File: src/rtl/any1_ifq_pkg.sv
// Shared types and constants for the ANY-1 instruction fetch queue.
package any1_ifq_pkg;

    typedef enum logic [1:0] {
        IFQ_IDLE,
        IFQ_FETCH,
        IFQ_DRAIN
    } ifq_state_t;

    // Logical layout of one queue entry; pc is sized for the widest supported address.
    typedef struct packed {
        logic [63:0] pc;
        logic [63:0] insn;
        logic        fault;
    } ifq_entry_t;

    localparam logic [7:0] IFQ_SEL_ALL = 8'hFF;

endpackage

File: src/rtl/any1_ifq_fifo.sv
// Register FIFO holding fetched {pc, insn[, fault]} entries; clear overrides push/pop.
module any1_ifq_fifo #(
    parameter int DEPTH = 4,
    parameter int WIDTH = 96
) (
    input  logic                         clk,
    input  logic                         rst,
    input  logic                         clear,
    input  logic                         push,
    input  logic                         pop,
    input  logic [WIDTH-1:0]             din,
    output logic [WIDTH-1:0]             dout,
    output logic [$clog2(DEPTH+1)-1:0]   count
);
    localparam int PW = $clog2(DEPTH);
    localparam int CW = $clog2(DEPTH+1);
    localparam logic [PW-1:0] PTR_ONE = PW'(1);
    localparam logic [CW-1:0] CNT_ONE = CW'(1);

    logic [WIDTH-1:0] mem [DEPTH];
    logic [PW-1:0]    rd_ptr;
    logic [PW-1:0]    wr_ptr;

    always_ff @(posedge clk or posedge rst) begin
        if (rst) begin
            rd_ptr <= '0;
            wr_ptr <= '0;
            count  <= '0;
            for (int i = 0; i < DEPTH; i++) mem[i] <= '0;
        end else if (clear) begin
            rd_ptr <= '0;
            wr_ptr <= '0;
            count  <= '0;
        end else begin
            if (push) begin
                mem[wr_ptr] <= din;
                wr_ptr      <= wr_ptr + PTR_ONE;
            end
            if (pop) rd_ptr <= rd_ptr + PTR_ONE;
            case ({push, pop})
                2'b10:   count <= count + CNT_ONE;
                2'b01:   count <= count - CNT_ONE;
                default: count <= count;
            endcase
        end
    end

    assign dout = mem[rd_ptr];

endmodule

File: src/rtl/any1_ifetch_queue.sv
// ANY-1 fetch stage: one-outstanding-cycle bus FSM feeding a small queue for decode.
// Optional bus timeout with fault entries is enabled by defining ANY1_IFQ_BUSTMO_EN.
module any1_ifetch_queue
    import any1_ifq_pkg::*;
#(
    parameter int             AWID       = 32,
    parameter logic [AWID-1:0] RSTPC     = 'hFFFC0100,
    parameter int             DEPTH      = 4,
    parameter int             TMO_CYCLES = 255
) (
    input  logic            clk_i,
    input  logic            rst_i,
    input  logic            redirect_i,
    input  logic [AWID-1:0] redirect_pc_i,
    input  logic            dec_rdy_i,
    output logic            dir_v_o,
    output logic [63:0]     dir_o,
    output logic [AWID-1:0] ipc_o,
    output logic            fault_o,
    output logic            vpa_o,
    output logic            cyc_o,
    output logic            stb_o,
    output logic            we_o,
    output logic [7:0]      sel_o,
    output logic [AWID-1:0] adr_o,
    input  logic            ack_i,
    input  logic [63:0]     dat_i
);
    localparam int CW = $clog2(DEPTH+1);
    localparam logic [CW-1:0]   DEPTH_C = CW'(DEPTH);
    localparam logic [AWID-1:0] PC_LO   = AWID'(7);
    localparam logic [AWID-1:0] PC_STEP = AWID'(8);
`ifdef ANY1_IFQ_BUSTMO_EN
    localparam int TW = ($clog2(TMO_CYCLES+1) > 8) ? $clog2(TMO_CYCLES+1) : 8;
    localparam int EW = AWID + 65;
`else
    localparam int EW = AWID + 64;
`endif

    ifq_state_t      state, state_nxt;
    logic [AWID-1:0] fetch_pc, fetch_pc_nxt;
    logic [AWID-1:0] adr_nxt;
    logic            bus_act, bus_nxt;
    logic            push, pop;
    logic [EW-1:0]   push_data, head;
    logic [CW-1:0]   count;

`ifdef ANY1_IFQ_BUSTMO_EN
    logic [TW-1:0]   tmo_cnt;
    logic            tmo_load, tmo_hit;
    logic            stalled, stall_set;

    assign tmo_hit = (tmo_cnt == '0);
`endif

    always_comb begin
        state_nxt    = state;
        fetch_pc_nxt = fetch_pc;
        adr_nxt      = adr_o;
        bus_nxt      = bus_act;
        push         = 1'b0;
`ifdef ANY1_IFQ_BUSTMO_EN
        tmo_load     = 1'b0;
        stall_set    = 1'b0;
        push_data    = {1'b0, fetch_pc, dat_i};
`else
        push_data    = {fetch_pc, dat_i};
`endif
        case (state)
            IFQ_IDLE: begin
`ifdef ANY1_IFQ_BUSTMO_EN
                if (!redirect_i && count < DEPTH_C && !stalled) begin
                    tmo_load = 1'b1;
`else
                if (!redirect_i && count < DEPTH_C) begin
`endif
                    bus_nxt   = 1'b1;
                    adr_nxt   = fetch_pc;
                    state_nxt = IFQ_FETCH;
                end
            end
            IFQ_FETCH: begin
                if (ack_i) begin
                    bus_nxt   = 1'b0;
                    state_nxt = IFQ_IDLE;
                    if (!redirect_i) begin
                        push         = 1'b1;
                        fetch_pc_nxt = fetch_pc + PC_STEP;
                    end
`ifdef ANY1_IFQ_BUSTMO_EN
                end else if (tmo_hit) begin
                    // Abandoned fetch leaves a fault marker and parks until redirected.
                    bus_nxt   = 1'b0;
                    state_nxt = IFQ_IDLE;
                    if (!redirect_i) begin
                        push      = 1'b1;
                        stall_set = 1'b1;
                        push_data = {1'b1, fetch_pc, 64'd0};
                    end
`endif
                end else if (redirect_i) begin
                    state_nxt = IFQ_DRAIN;
                end
            end
            IFQ_DRAIN: begin
`ifdef ANY1_IFQ_BUSTMO_EN
                if (ack_i || tmo_hit) begin
`else
                if (ack_i) begin
`endif
                    bus_nxt   = 1'b0;
                    state_nxt = IFQ_IDLE;
                end
            end
            default: begin
                bus_nxt   = 1'b0;
                state_nxt = IFQ_IDLE;
            end
        endcase
        if (redirect_i) fetch_pc_nxt = redirect_pc_i & ~PC_LO;
    end

    always_ff @(posedge clk_i or posedge rst_i) begin
        if (rst_i) begin
            state    <= IFQ_IDLE;
            fetch_pc <= RSTPC;
            adr_o    <= '0;
            bus_act  <= 1'b0;
        end else begin
            state    <= state_nxt;
            fetch_pc <= fetch_pc_nxt;
            adr_o    <= adr_nxt;
            bus_act  <= bus_nxt;
        end
    end

`ifdef ANY1_IFQ_BUSTMO_EN
    always_ff @(posedge clk_i or posedge rst_i) begin
        if (rst_i) begin
            tmo_cnt <= '0;
            stalled <= 1'b0;
        end else begin
            if (tmo_load)
                tmo_cnt <= TW'(TMO_CYCLES - 1);
            else if (state != IFQ_IDLE && !tmo_hit)
                tmo_cnt <= tmo_cnt - TW'(1);
            if (redirect_i)
                stalled <= 1'b0;
            else if (stall_set)
                stalled <= 1'b1;
        end
    end
`endif

    assign pop = dir_v_o && dec_rdy_i && !redirect_i;

    any1_ifq_fifo #(
        .DEPTH (DEPTH),
        .WIDTH (EW)
    ) u_fifo (
        .clk   (clk_i),
        .rst   (rst_i),
        .clear (redirect_i),
        .push  (push),
        .pop   (pop),
        .din   (push_data),
        .dout  (head),
        .count (count)
    );

    assign dir_v_o = (count != '0);
    assign dir_o   = head[63:0];
    assign ipc_o   = head[AWID+63:64];
`ifdef ANY1_IFQ_BUSTMO_EN
    assign fault_o = head[EW-1];
`else
    assign fault_o = 1'b0;
`endif
    assign vpa_o = bus_act;
    assign cyc_o = bus_act;
    assign stb_o = bus_act;
    assign we_o  = 1'b0;
    assign sel_o = bus_act ? IFQ_SEL_ALL : 8'h00;

endmodule

File: config.mk
export PLATFORM = sky130hd
export DESIGN_NAME = any1_ifetch_queue
export DESIGN_NICKNAME = d
export VERILOG_FILES = /design/src/rtl/any1_ifq_pkg.sv /design/src/rtl/any1_ifq_fifo.sv /design/src/rtl/any1_ifetch_queue.sv
export SDC_FILE = /design/constraint.sdc
export NUM_CORES = 1
export LEC_CHECK = 0
export ABC_AREA = 1
export BUFFER_PORTS_ARGS = -buffer_cell sky130_fd_sc_hd__buf_2
export CORE_MARGIN = 3
export CORE_UTILIZATION = 50
export DETAILED_ROUTE_END_ITERATION = 8
export GPL_TIMING_DRIVEN = 0
export PLACE_DENSITY_LB_ADDON = 0.15
export SYNTH_ARGS = -nofsm -noshare
export SYNTH_HDL_FRONTEND = slang
export SYNTH_SLANG_ARGS = --single-unit
File: constraint.sdc
create_clock -name clk_i -period 16.1 [get_ports clk_i]
set_input_delay 4.025 -clock clk_i [delete_from_list [all_inputs] [get_ports clk_i]]
set_output_delay 4.025 -clock clk_i [all_outputs]
set_load 0.005 [all_outputs]
==> flow_summary.yaml <==
sta:
  slew_headroom_pct: 38.54
  tightest_slew_ns: 0.9219
  clock.fmax_mhz: 141.1
  fin_crit_sh_pct: 44.03
  timing.hold.ws_ns: 0.4784
  setup_viol: 0
  clock_skew_ns: 0.01293
  finalHoldViolCount: 0
  rsz0062_at_grt: "false"
  maxSlewViolCount: 0
  min_period_ns: 7.088
  setup_tns_ns: 0
synth:
  post_synth_xor_area_fraction_pct: 0.1783
  syn-cell-area_um2: 19650
  yosys.area_share.simple_pct: 16.54
  synthArstFlopShare_pct: 100.0
  muxShareOfSynthArea_pct: 0
  ys_ff_latch: 440
  synth_warnings: 0
  synth_edf_count: 0
  avgSynthCellArea_um2: 8.474
  synth_flop_cell: "dfrtp_1"
  synth_compound_area_share_pct: 19.40
  synthAdderAreaFrac_pct: 0.6112
  ys_seq_area_share_pct: 56.13
  synth_cell_type_count: 36
  synth_top_family_by_area: "compound AO/OA/AOI/OAI gates"
  synthCells: 2319
finish:
  regArea_um2: 11030
  multi_input_area_um2: 7247
  area_growth_pct: 18.45
  diodes: 0
  fill_cells: 3430
  final_common_cell: "nand2_1"
  mostFrequentLayoutCells: "nand2_1 (526), dfrtp_1 (425), o21ai_0 (403), buf_2 (294), nor2_1 (225)"
  drive_above_1_share_pct: 17.31
  nets: 2726
  fin_cells: 3163
power_and_ir_drop:
  sw_frac_of_total_pct: 35.26
  power_density_nw_per_um2: 167.5
  internal_power_uw: 2525
  combinationalPowerShare_pct: 32.0
  pwr-share-clk_pct: 28.4
  leakagePower_uw: 0.01143
  finalPower_uw: 3900
  power_switching_uw: 1375
  seq_power_share_pct: 39.6
  worst_ir_drop_vdd_mv: 0.1068
setup_path:
  r2r_setup_slack_ns: 13.70
  critPathLaunchType: "flip-flop"
  cp_max_fo: 10
  cp.arrival_ns: 3.06
  crit_required_ns: 12.07
  r2r_cells: 12
  cp-end-kind: "primary output"
  worstSetupPathType: "flip-flop to primary output"
clocking:
  cts-resized-gates: 0
  clock_path_buffers: 3
  cts_buffers: 46
  hold_buffers: 0
  cts_tree: "done"
  clockRootBuffer: "clkbuf_16"
  insertion_delay_ns: 0.57
  post_cts_buffers: 0
  htree_levels: 2
  cts_sinks: 440
  clk_pin_slew_worst_paths_ns: 0.06
place:
  finalWeightedCongestion: 0.9229
  place.port_buffers: 231
  hpwl_um: 43800
  placed_cells: 3079
detailed_routing:
  wirelength_um: 62610
  avgViaCountPerCell: 5.641
  antenna_left: 0
  wl_per_cell_um: 19.79
  dr.pass1.iters: 7
  via_count: 17840
  drcViolationCount: 0
  drtIter0Drc: 1723
global_route:
  grt_pass1_vias: 17940
  track_usage_pct: 30.15
  grt_pass1_wl_um: 99240
  antenna_found_initial: 0
  grt_max_degree: 44
  overflow: 0
floorplanning:
  start_util_pct: 51.44
  dieWidth_um: 204.3
  pin_count: 243
  row_count: 71
  dieArea_um2: 41720
  design.core.area_um2: 38200
  chipHeight_um: 204.3
hold_path:
  hold_path_depth: 2
  holdCritPathClass: "flip-flop to flip-flop"
flow_run:
  drv_cap: 0
status:
  status: "finished, final reports clean"
worst max-delay path, stage by stage (launching register included):
cell and delay (ns):
dfrtp_1 0.36, buf_2 0.20, inv_1 0.36, buf_2 0.39, clkbuf_1 0.48, o21ai_0 0.15, o22ai_1 0.36, buf_2 0.19
power by group through the flow:
| stage | clock [uW] | sequential, uW | combinational (uW) |
|---|---|---|---|
| 6_report | 1110 | 1550 | 1250 |
| 5_1_grt | 1160 | 1580 | 1400 |
| 4_1_cts | 1120 | 1540 | 1250 |
| 3_5_place_dp | 0 | 1560 | 1240 |
| 3_3_place_gp | 0 | 1550 | 1210 |
| 2_1_floorplan | 0 | 1530 | 715 |
layer usage:
| metal | track usage [%] | share of wire [%] | vias to the layer above |
|---|---|---|---|
| met1 | 40.70 | 42 | 8708 |
| li1 | - | - | 8254 |
| met2 | 49.47 | 48 | 750 |
| met5 | 0 | 0 | - |
| met4 | 11.08 | 3.1 | 0 |
| met3 | 5.001 | 7.8 | 131 |
per-stage QoR:
step	worst slack [ns]	utilization [%]	instance area (um^2)
2_1_floorplan	6.142	-	19680
3_3_place_gp	3.681	56.22	21480
3_5_place_dp	9.683	56.80	21700
4_1_cts	9.067	60.94	23280
5_1_grt	8.975	60.94	23280
6_report	9.012	60.94	23280
state kept, by name (all words and copies together) (netlist names):
name	cells
u_fifo.rd_ptr	2
u_fifo.mem	372
fetch_pc	29
cyc_o	1
u_fifo.count	3
state	2
u_fifo.wr_ptr	2
adr_o	29
cell type report:
| type | count | area share [%] |
|---|---|---|
| inverters | 131 | 2.129 |
| multi-input cells | 1580 | 31.13 |
| repair buffers | 242 | 5.913 |
| clock buffers | 66 | 5.972 |
| flip-flops and latches | 440 | 47.38 |
| clock inverters | 18 | 0.8170 |
| plain buffers | 175 | 3.908 |
| well taps | 511 | 2.747 |
cell families (layout without fill, tap and decap cells):
group	count (synthesis)	in the layout
AOI/OAI and AO/OA	733	733
buffers and inverters	306	632
other	1	8
and+or+nand+nor	826	826
adders and majority gates	9	9
xor gates and xnor gates	4	4
DFF	440	440
path summary, 6_finish.rpt:
kind,endpoint,startpoint
max,ipc_o[12],u_fifo.rd_ptr[0]
min,u_fifo.mem[147],u_fifo.mem[147]
max reg2reg,u_fifo.count[2],state[1]
min reg2reg,u_fifo.mem[147],u_fifo.mem[147]
max in group asynchronous,u_fifo.mem[49],rst_i
min in group asynchronous,adr_o[14],rst_i
synthesized netlist by cell type (2+ instances only):
cell type	n	area, um^2
nand2_1	526	1974
dfrtp_1	425	10640
o21ai_0	403	2017
nor2_1	225	844.6
o21ai_1	215	1076
inv_1	129	484.2
o22ai_1	96	600.6
clkbuf_1	66	247.7
buf_2	63	315.3
nand3_1	51	255.2
buf_4	42	315.3
dfstp_2	15	394.1
a21oi_1	10	50.05
ha_1	8	100.1
nand2_2	6	37.54
nand4_1	6	37.54
nor2_2	3	18.77
nor2_4	3	33.78
nor3_1	3	15.01
xor2_1	3	26.28
a31oi_1	2	12.51
a32oi_1	2	17.52
buf_6	2	22.52
inv_2	2	7.510
o211ai_1	2	15.01
(Power assumes the default switching activity.)
